### config.mk
export PLATFORM = sky130hd
export DESIGN_NAME = vga_fb_reader_flat
export DESIGN_NICKNAME = d
export VERILOG_FILES = /design/src/rtl/vga_fb_reader_if.sv /design/src/rtl/vga_fb_reader.sv /design/src/flat_wrapper.sv
export SDC_FILE = /design/constraint.sdc
export NUM_CORES = 1
export LEC_CHECK = 0
export ABC_AREA = 1
export ABC_CLOCK_PERIOD_IN_PS = 2500
export BUFFER_PORTS_ARGS = -buffer_cell sky130_fd_sc_hd__buf_4
export CAP_MARGIN = 5
export CORE_MARGIN = 2
export CORE_UTILIZATION = 50
export CTS_BUF_LIST = sky130_fd_sc_hd__clkbuf_4
export CTS_CLUSTER_DIAMETER = 40
export DETAILED_ROUTE_END_ITERATION = 10
export PLACE_DENSITY = 0.74
export SLEW_MARGIN = 5
export SYNTH_ARGS = -nofsm -noshare
export SYNTH_HDL_FRONTEND = slang
export SYNTH_SLANG_ARGS = --single-unit
### constraint.sdc
create_clock -name clk -period 2.5 [get_ports clk]
set_clock_uncertainty 0.2 [all_clocks]
set_input_delay 0.125 -clock clk [delete_from_list [all_inputs] [get_ports clk]]
set_output_delay 0.125 -clock clk [all_outputs]
set_load 0.03 [all_outputs]
### src/rtl/vga_fb_reader_if.sv
// rtl/vga_fb_reader_if.sv - frame-buffer read port and VGA output bundle for vga_fb_reader
interface vga_fb_reader_if #(
    parameter int c_nb_img_pxls = 17,
    parameter int c_nb_buf      = 12
);
    logic [c_nb_img_pxls-1:0] fb_addr;
    logic [c_nb_buf-1:0]      fb_pxl;
    logic [3:0]               vga_r;
    logic [3:0]               vga_g;
    logic [3:0]               vga_b;
    logic                     vga_hs;
    logic                     vga_vs;
    logic                     vga_de;
    logic                     frame_start;

    modport master (
        output fb_addr, vga_r, vga_g, vga_b, vga_hs, vga_vs, vga_de, frame_start,
        input  fb_pxl
    );

    modport slave (
        input  fb_addr, vga_r, vga_g, vga_b, vga_hs, vga_vs, vga_de, frame_start,
        output fb_pxl
    );
endinterface

### src/rtl/vga_fb_reader.sv
// rtl/vga_fb_reader.sv - VGA timing + 2x2-upscaling frame-buffer scanner (optional FB_READER_BORDER_EN white edge)
module vga_fb_reader #(
    parameter int c_img_cols    = 320,
    parameter int c_img_rows    = 240,
    parameter int c_nb_img_pxls = 17,
    parameter int c_nb_buf      = 12,
    parameter int c_h_vis       = 640,
    parameter int c_h_fp        = 16,
    parameter int c_h_sync      = 96,
    parameter int c_h_bp        = 48,
    parameter int c_v_vis       = 480,
    parameter int c_v_fp        = 10,
    parameter int c_v_sync      = 2,
    parameter int c_v_bp        = 33
) (
    input  logic              clk,
    input  logic              rst,
    vga_fb_reader_if.master   bus
);
    localparam int c_h_tot = c_h_vis + c_h_fp + c_h_sync + c_h_bp;
    localparam int c_v_tot = c_v_vis + c_v_fp + c_v_sync + c_v_bp;
    localparam int c_nb_h  = $clog2(c_h_tot);
    localparam int c_nb_v  = $clog2(c_v_tot);

    localparam logic [c_nb_h-1:0] c_h_last     = c_nb_h'(c_h_tot - 1);
    localparam logic [c_nb_h-1:0] c_h_vis_l    = c_nb_h'(c_h_vis);
    localparam logic [c_nb_h-1:0] c_h_img      = c_nb_h'(2 * c_img_cols);
    localparam logic [c_nb_h-1:0] c_h_img_last = c_nb_h'(2 * c_img_cols - 1);
    localparam logic [c_nb_h-1:0] c_hs_beg     = c_nb_h'(c_h_vis + c_h_fp);
    localparam logic [c_nb_h-1:0] c_hs_end     = c_nb_h'(c_h_vis + c_h_fp + c_h_sync - 1);
    localparam logic [c_nb_v-1:0] c_v_last     = c_nb_v'(c_v_tot - 1);
    localparam logic [c_nb_v-1:0] c_v_vis_l    = c_nb_v'(c_v_vis);
    localparam logic [c_nb_v-1:0] c_v_img      = c_nb_v'(2 * c_img_rows);
    localparam logic [c_nb_v-1:0] c_v_img_last = c_nb_v'(2 * c_img_rows - 1);
    localparam logic [c_nb_v-1:0] c_vs_beg     = c_nb_v'(c_v_vis + c_v_fp);
    localparam logic [c_nb_v-1:0] c_vs_end     = c_nb_v'(c_v_vis + c_v_fp + c_v_sync - 1);
    localparam logic [c_nb_img_pxls-1:0] c_row_step = c_nb_img_pxls'(c_img_cols);

    logic [c_nb_h-1:0]        hc;
    logic [c_nb_v-1:0]        vc;
    logic [c_nb_img_pxls-1:0] line_base;
    logic [c_nb_img_pxls-1:0] fb_addr_q;
    logic h_wrap, v_wrap, de0, hs0, vs0, in_img0, fs0;
    logic de1, hs1, vs1, in_img1, fs1;
    logic [c_nb_buf-1:0] rgb_q;
    logic [c_nb_buf-1:0] pix;
    logic hs_q, vs_q, de_q, fs_q;

    assign h_wrap  = (hc == c_h_last);
    assign v_wrap  = (vc == c_v_last);
    assign de0     = (hc < c_h_vis_l) && (vc < c_v_vis_l);
    assign in_img0 = (hc < c_h_img) && (vc < c_v_img);
    assign hs0     = !((hc >= c_hs_beg) && (hc <= c_hs_end));
    assign vs0     = !((vc >= c_vs_beg) && (vc <= c_vs_end));
    assign fs0     = (hc == '0) && (vc == '0);

    always_ff @(posedge clk or posedge rst) begin
        if (rst) begin
            hc <= '0;
            vc <= '0;
        end else if (h_wrap) begin
            hc <= '0;
            vc <= v_wrap ? '0 : vc + 1'b1;
        end else begin
            hc <= hc + 1'b1;
        end
    end

    // Each buffer row is scanned twice; line_base only advances after the odd display row,
    // and neither the last column nor the last row step past the final buffer address.
    always_ff @(posedge clk or posedge rst) begin
        if (rst) begin
            line_base <= '0;
            fb_addr_q <= '0;
        end else if (h_wrap) begin
            if (v_wrap) begin
                line_base <= '0;
                fb_addr_q <= '0;
            end else if (vc[0] && (vc < c_v_img_last)) begin
                line_base <= line_base + c_row_step;
                fb_addr_q <= line_base + c_row_step;
            end else begin
                fb_addr_q <= line_base;
            end
        end else if (in_img0 && hc[0] && (hc != c_h_img_last)) begin
            fb_addr_q <= fb_addr_q + 1'b1;
        end
    end

`ifdef FB_READER_BORDER_EN
    logic edge0, edge1;
    assign edge0 = in_img0 && ((hc == '0) || (hc == c_h_img_last) ||
                               (vc == '0) || (vc == c_v_img_last));
    always_ff @(posedge clk or posedge rst) begin
        if (rst) edge1 <= 1'b0;
        else     edge1 <= edge0;
    end
`endif

    always_ff @(posedge clk or posedge rst) begin
        if (rst) begin
            de1     <= 1'b0;
            hs1     <= 1'b1;
            vs1     <= 1'b1;
            in_img1 <= 1'b0;
            fs1     <= 1'b0;
        end else begin
            de1     <= de0;
            hs1     <= hs0;
            vs1     <= vs0;
            in_img1 <= in_img0;
            fs1     <= fs0;
        end
    end

    always_comb begin
        pix = '0;
        if (de1 && in_img1) pix = bus.fb_pxl;
`ifdef FB_READER_BORDER_EN
        if (de1 && in_img1 && edge1) pix = '1;
`endif
    end

    always_ff @(posedge clk or posedge rst) begin
        if (rst) begin
            rgb_q <= '0;
            hs_q  <= 1'b1;
            vs_q  <= 1'b1;
            de_q  <= 1'b0;
            fs_q  <= 1'b0;
        end else begin
            rgb_q <= pix;
            hs_q  <= hs1;
            vs_q  <= vs1;
            de_q  <= de1;
            fs_q  <= fs1;
        end
    end

    assign bus.fb_addr     = fb_addr_q;
    assign bus.vga_r       = rgb_q[11:8];
    assign bus.vga_g       = rgb_q[7:4];
    assign bus.vga_b       = rgb_q[3:0];
    assign bus.vga_hs      = hs_q;
    assign bus.vga_vs      = vs_q;
    assign bus.vga_de      = de_q;
    assign bus.frame_start = fs_q;
endmodule

### src/flat_wrapper.sv
// flat-port wrapper written by rule: the top's interface ports become plain ports
module vga_fb_reader_flat 
#(
    parameter int c_img_cols    = 320,
    parameter int c_img_rows    = 240,
    parameter int c_nb_img_pxls = 17,
    parameter int c_nb_buf      = 12,
    parameter int c_h_vis       = 640,
    parameter int c_h_fp        = 16,
    parameter int c_h_sync      = 96,
    parameter int c_h_bp        = 48,
    parameter int c_v_vis       = 480,
    parameter int c_v_fp        = 10,
    parameter int c_v_sync      = 2,
    parameter int c_v_bp        = 33
)
  (clk, rst, bus_fb_addr, bus_vga_r, bus_vga_g, bus_vga_b, bus_vga_hs, bus_vga_vs, bus_vga_de, bus_frame_start, bus_fb_pxl);
  vga_fb_reader_if #(.c_nb_img_pxls(c_nb_img_pxls), .c_nb_buf(c_nb_buf)) bus_i ();
  input  logic clk;
  input  logic rst;
  output wire logic [$bits(bus_i.fb_addr)-1:0] bus_fb_addr;
  output wire logic [$bits(bus_i.vga_r)-1:0] bus_vga_r;
  output wire logic [$bits(bus_i.vga_g)-1:0] bus_vga_g;
  output wire logic [$bits(bus_i.vga_b)-1:0] bus_vga_b;
  output wire logic [$bits(bus_i.vga_hs)-1:0] bus_vga_hs;
  output wire logic [$bits(bus_i.vga_vs)-1:0] bus_vga_vs;
  output wire logic [$bits(bus_i.vga_de)-1:0] bus_vga_de;
  output wire logic [$bits(bus_i.frame_start)-1:0] bus_frame_start;
  input wire logic [$bits(bus_i.fb_pxl)-1:0] bus_fb_pxl;
  assign bus_fb_addr = bus_i.fb_addr;
  assign bus_vga_r = bus_i.vga_r;
  assign bus_vga_g = bus_i.vga_g;
  assign bus_vga_b = bus_i.vga_b;
  assign bus_vga_hs = bus_i.vga_hs;
  assign bus_vga_vs = bus_i.vga_vs;
  assign bus_vga_de = bus_i.vga_de;
  assign bus_frame_start = bus_i.frame_start;
  assign bus_i.fb_pxl = bus_fb_pxl;
  vga_fb_reader #(.c_img_cols(c_img_cols), .c_img_rows(c_img_rows), .c_nb_img_pxls(c_nb_img_pxls), .c_nb_buf(c_nb_buf), .c_h_vis(c_h_vis), .c_h_fp(c_h_fp), .c_h_sync(c_h_sync), .c_h_bp(c_h_bp), .c_v_vis(c_v_vis), .c_v_fp(c_v_fp), .c_v_sync(c_v_sync), .c_v_bp(c_v_bp)) u_core (.clk(clk), .rst(rst), .bus(bus_i));
endmodule
* Word-level counts from Yosys, hierarchy flattened *
Cells that the tools add are included.
W data, S select, Z words.

word-level totals
  register bits after elaboration = 74
  bits in latches = 0
  memory bits (writable) = 0
  bits in read-only memories = 0
  input port bits = 14
  output and inout port bits = 33
  word-level logic and storage cells = 46
  memories kept = 0

cells by class
  add/subtract/negate cells = 4
  multipliers = 0
  div/mod/pow operators = 0
  $lt $le $gt $ge = 7
  equality and inequality tests = 3
  shift operators = 0
  multiplexer cells = 7
  bitwise logic cells = 0
  reductions and logical operators = 12

operator list
  operator                 count
  $mux W17                 4
  $add A10 B1 Y10 const B  2
  $eq A10 B10 Y1 const B   2
  $logic_not A10 Y1        2
  $lt A10 B9 Y1 const B    2
  $mux W10                 2
  $add A17 B1 Y17 const B  1
  $add A17 B9 Y17 const B  1
  $mux W12                 1
  $ge A10 B10 Y1 const B   1
  $ge A10 B9 Y1 const B    1
  $le A10 B10 Y1 const B   1
  $le A10 B9 Y1 const B    1
  $lt A10 B10 Y1 const B   1
  $ne A10 B10 Y1 const B   1
  $logic_and A1 B1 Y1      7
  $logic_not A1 Y1         2
  $reduce_bool A2 Y1       1

* Logic depth before layout (Yosys ltp) *
  word-level depth = 6
  depth in mapped cells = 12
  depth with buffers taken out = 12

* Least setup slack after synthesis *
OpenSTA, ideal clock, no wires.

  kind = register to register
  start point = reg u_core.fb_addr_q[1], in the netlist u_core.bus.fb_addr[1]
  end point = reg u_core.fb_addr_q[16], in the netlist u_core.bus.fb_addr[16]
  setup time = 0.063 ns
  arrival time = 1.610 ns
  required time = 2.237 ns
  slack = 0.628 ns
  stages on the path, launching flop included = 11
  buffers on the path = 0
  period minus slack after synthesis = 1.872 ns
  cell sequence = dfrtp_1 -> ha_1 -> nand2_1 -> nor2_1 -> nand2_1 -> nor2_1 -> xor2_1 -> nand2_1 -> nand3_1 -> nand2_1 -> inv_1

between the ends
  longest elaborated chain between the ends = 3

RTL lines
  item                    line                 text
  from (decl)             vga_fb_reader.sv:42  logic [c_nb_img_pxls-1:0] fb_addr_q;
  from (signal assigned)  vga_fb_reader.sv:81  fb_addr_q <= line_base + c_row_step;
  from (signal assigned)  vga_fb_reader.sv:83  fb_addr_q <= line_base;
  from (signal assigned)  vga_fb_reader.sv:86  fb_addr_q <= fb_addr_q + 1'b1;
  $add A17 B1 Y17         vga_fb_reader.sv:86
  $mux W17                vga_fb_reader.sv:85  end else if (in_img0 && hc[0] && (hc != c_h_img_last)) begin
  $mux W17                vga_fb_reader.sv:75  end else if (h_wrap) begin

Every way passes these cells. The select of a mux whose other input is x is not followed.
A chain may end at the register's enable or synchronous reset.

* Worst setup path in the final report *
  start point = reg u_core.hc[0]
  end point = reg u_core.fb_addr_q[11], in the netlist u_core.bus.fb_addr[11]

between the ends
  longest elaborated chain between the ends = 5
  elaborated cells on any way between the ends = 8
  those cells by class = 1 x order compare; 2 x eq/ne; 1 x mux; 4 x reduce/logical

RTL lines
  item                              line                 text
  from (decl)                       vga_fb_reader.sv:39  logic [c_nb_h-1:0] hc;
  from (signal assigned)            vga_fb_reader.sv:65  hc <= hc + 1'b1;
  $lt A10 B10 Y1                    vga_fb_reader.sv:52  assign in_img0 = (hc < c_h_img) && (vc < c_v_img);
  $logic_and A1 B1 Y1               vga_fb_reader.sv:52
  $logic_and A1 B1 Y1 (2 in a row)  vga_fb_reader.sv:85
  $reduce_bool A2 Y1 (no line)      n/a

Parallel ways exist; a longest one is shown, timed or not.

==> flow_results.org <==
** Worst setup path
- Together, buffers and inverters on the worst path number 0.
- The worst setup path is launched from a flip-flop.
- Critical Path Fanout Max :: 16
- The signal on the critical path passes through ha_1 -> nand2_2 -> nor2_4 -> nand4_4 -> nor2_4 -> nand3_1 -> a21oi_1.
- For this run, the slowest stage of the critical path takes 0.43 ns.
- STA classifies the critical path endpoint as a flip-flop.
- STA puts the critical path data arrival time at 2.33 ns.
- Worst path top cell family by delay :: simple AND/OR/NAND/NOR gates
- Beginning of the critical path :: u_core.hc[0]$_DFF_PP0_
- R2r endpoint :: u_core.bus.fb_addr[11]$_DFFE_PP0P_
- Data on the critical path is required at its endpoint by 2.67 ns.
- The slowest stage of the critical path is the dfrtp_1 cell.
- Depth of the worst register-to-register path :: 7
- FF-to-FF Start :: u_core.hc[0]$_DFF_PP0_
- For flop-to-flop paths, the worst setup slack is 0.34 ns.
- The cell that appears most often on the critical path is nor2_4.
- By startpoint and endpoint, the worst setup path is classified as reg -> reg.

** STA
- Setup slack on the critical path of the routed design comes to 0.339 ns.
- Transition at the pin with the smallest max-transition slack :: 0.558 ns
- Number of hold violations in the final report :: 0
- Relative slew slack :: 62.7%
- Setup repair after global routing left no endpoint under its margin.
- The final max-slew violation count is 0.
- Total Negative Setup Slacks :: 0 ns
- Based on the critical path, the design can be clocked at up to 463 MHz.
- After layout, the worst path uses 86.4% of the clock period.
- Final setup vio count :: 0
- Shortest clock period the worst path allows after layout :: 2.16 ns

** Floorplan
- From left edge to right edge, the die measures 94.4 um.
- Initial Utilization :: 52.3%
- The floorplan has 32 rows.
- The floorplan step defined a core boundary enclosing 7810 sq um.
- During I/O placement, the number of pins put on the boundary was 47.
- Total Die Area :: 8900 sq um
- Measured along the y axis, the die boundary spans 94.4 um.

** Detailed routing
- The routed layout has 3551 vias.
- DRC errors left :: 0
- After detailed routing, the average wire length per cell comes to 14.0 um.
- DRT Wirelength :: 9540 um
- In the routed layout, each cell is associated on average with a via count of 5.21.
- The detailed router finished its first iteration with 220 violations.
- Antenna-violating nets left :: 0
- Iteration count of the initial detailed-routing pass :: 5

** Logic synthesis
- Netlist area before placement :: 4080 sq um
- Mean instance size in the synthesized netlist :: 8.01 sq um
- Prevailing post-synth register cell :: dfrtp_1
- Synthesis produced a netlist with a net count of 531.
- During synthesis, Yosys emitted a total of 0 warnings.
- The number of different library cells used by synthesis comes to 46.
- Yosys mapped a number of flops with a built-in enable equal to 0.
- The synthesized design contains 74 register bits.
- Counting every instance in the synthesized netlist gives 510.
- Share of the yosys chip area belonging to registers :: 45.5%
- Post-synth ARST share :: 100%

** Hold path
- The path class of the tightest hold or removal check is in -> async.

** Clock tree
- Clock latency on the worst-skew pair :: 0.44 ns
- Cts repair resizes :: 0
- TritonCTS built the clock tree.
- The tree is rooted in a clkbuf_4.
- No sink is reached through more buffers than the 2 on the longest clock path.
- Clock-pin slew was measured on the worst setup and hold paths at 0.13 ns.
- Maximum level of the CTS H-tree :: 3
- Buffers inserted during clock tree synthesis total 9.
- For this design, the sink count on the clock tree is 74.
- Setup Fix Bufs, Post-CTS :: 0
- Number of hold buffers added after cts :: 13

** Final layout
- Post-synthesis to final-layout area growth :: 17.2%
- # nets final :: 595
- The number of antenna diodes in the final layout is 0.
- Of the cells placed in the final design, the portion with a size suffix greater than 1 is 18.0%.

** Run status
- Result of the run :: finished clean

** Placement
- Summed over all nets, the half-perimeter wirelength after detailed placement is 6860 um.
- The congestion estimate from routability-driven global placement came to 0.905.
- Post-place setup slack :: 0.377 ns
- Port Buffers :: 46

** GRT
- The first global-routing pass estimated 16200 um of wire.
- The number of antenna violations at the first check in global routing is 0.
- The number of global-route vias before repair came to 3380.
- Largest net degree at the start of global routing :: 33
- Global routing consumed, over all layers together, 23.6% of the routing resources.
- GR Overflow Total :: 0

** Power and ir drop
- Net switching power figure :: 0.000505 W
- Total power :: 0.00206 W
- Internal power comes to 0.00155 W.
- Sequential power share :: 58.7%
- Net switching is 24.5% of the power.
- Power density normalized to cell area :: 430 nW/um^2
- Peak supply drop :: 0.384 mV
- The clock network burns 36.1% of the power.
- Proportion of power drawn by combinational gates :: 5.2%
- The analysis attributes to cell leakage a power of 2.39 nW.

** Job
- Max capacitance violation total :: 0
[layout make-up]
type | count | area [sq um]
Timing Repair Buffer | 64 | 526
Inverter | 76 | 285
Tap cell | 102 | 128
Clock inverter | 7 | 70.1
Sequential cell | 74 | 1860
Fill cell | 673 | 3020
Multi-Input combinational cell | 349 | 1850
Clock buffer | 9 | 67.6
[metrics by stage]
| stage | cell area (sq um) | instances | hold slack, ns | utilization [%] |
|---|---|---|---|---|
| 2_1_floorplan | 4080 | 510 | 0.0289 | - |
| 3_3_place_gp | 4520 | 652 | 0.0218 | 57.8 |
| 3_5_place_dp | 4520 | 652 | 0.0204 | 57.8 |
| 4_1_cts | 4780 | 681 | 0.0902 | 61.3 |
| 5_1_grt | 4780 | 681 | 0.143 | 61.3 |
| 6_report | 4780 | 681 | 0.103 | 61.3 |
[cells in the final DEF, fill, tap and decap left out, types with 9 or more instances in the layout]
| cell | n |
|---|---|
| xor2_1 | 13 |
| inv_1 | 71 |
| o21ai_0 | 21 |
| nand2_1 | 133 |
| nand3_1 | 40 |
| dfrtp_1 | 70 |
| a21oi_1 | 9 |
| nor2_1 | 50 |
| buf_4 | 50 |
| dlygate4sd3_1 | 13 |
| clkbuf_4 | 9 |
[flip-flops by register name, summed over array words and instances (netlist names)]
register	count
u_core.bus.fb_addr	17
u_core.bus.frame_start	1
u_core.bus.vga_de	1
u_core.bus.vga_hs	1
u_core.bus.vga_vs	1
u_core.de1	1
u_core.fs1	1
u_core.hc	10
u_core.hs1	1
u_core.line_base	17
u_core.rgb_q	12
u_core.vc	10
u_core.vs1	1
[tightest hold or removal path: stages]
cell           delay, ns
dlygate4sd3_1       0.54
buf_4               0.14
inv_2               0.40
[logic make-up after synthesis]
| family | Yosys count | synth area share [%] |
|---|---|---|
| simple gates | 269 | 30.8 |
| buf+inv | 87 | 9.19 |
| flops | 74 | 45.5 |
| compound gates | 58 | 9.16 |
| xor+xnor | 15 | 3.22 |
| fa+ha+maj | 7 | 2.15 |
[per-layer routing]
metal,wire [um],GRT usage (%)
met4,133,8.82
met1,4240,31.7
met3,521,4.87
met5,0,0
met2,4650,37.9
[power groups by stage]
stage | combinational, W | clock (W) | sequential (W)
after floorplan | 0.0000244 | 0 | 0.00125
after global placement | 0.0000904 | 0 | 0.00123
after detailed placement | 0.0000917 | 0 | 0.00123
after CTS | 0.000107 | 0.000756 | 0.00121
after global routing | 0.000118 | 0.000799 | 0.00121
final | 0.000107 | 0.000743 | 0.00121
[cell usage after synthesis, types with 2 or more instances]
cell type	instances	share of area [%]
nor4_1	6	0.92
nor2_2	5	0.77
nand4_4	2	1.0
nand3_2	3	0.74
nor3_2	2	0.49
nand3_1	40	4.9
a22oi_1	2	0.37
a21boi_0	2	0.37
buf_6	5	1.4
xor2_1	13	2.8
nand2_2	6	0.92
o21ai_1	5	0.61
a21oi_1	9	1.1
nor3b_1	2	0.37
nor2_1	50	4.6
inv_1	72	6.6
nand4_1	7	1.1
buf_2	3	0.37
nand2_1	133	12
dfstp_2	4	2.6
ha_1	7	2.1
nor2_4	5	1.4
nor3_1	4	0.49
buf_4	2	0.37
dfrtp_1	70	43
o21bai_1	2	0.37
or2_2	2	0.31
a31oi_1	5	0.77
inv_2	3	0.28
o31ai_1	2	0.37
o21ai_0	21	2.6
xnor2_1	2	0.43
[worst max path at each step]
| stage | end | slack, ns | cells past startpoint |
|---|---|---|---|
| 4_1_cts | u_core.bus.fb_addr[11]$_DFFE_PP0P_ | 0.35 | 7 |
| 2_1_floorplan | u_core.bus.fb_addr[0]$_DFFE_PP0P_ | 0.30 | 1 |
| 6_report | u_core.bus.fb_addr[11]$_DFFE_PP0P_ | 0.34 | 7 |
| 3_5_place_dp | u_core.bus.fb_addr[6]$_DFFE_PP0P_ | 0.38 | 7 |
| 3_3_place_gp | u_core.bus.fb_addr[12]$_DFFE_PP0P_ | 0.45 | 9 |
| 5_1_grt | u_core.vc[2]$_DFFE_PP0P_ | 0.15 | 6 |
Note: power is estimated with default switching activity, not from simulation.
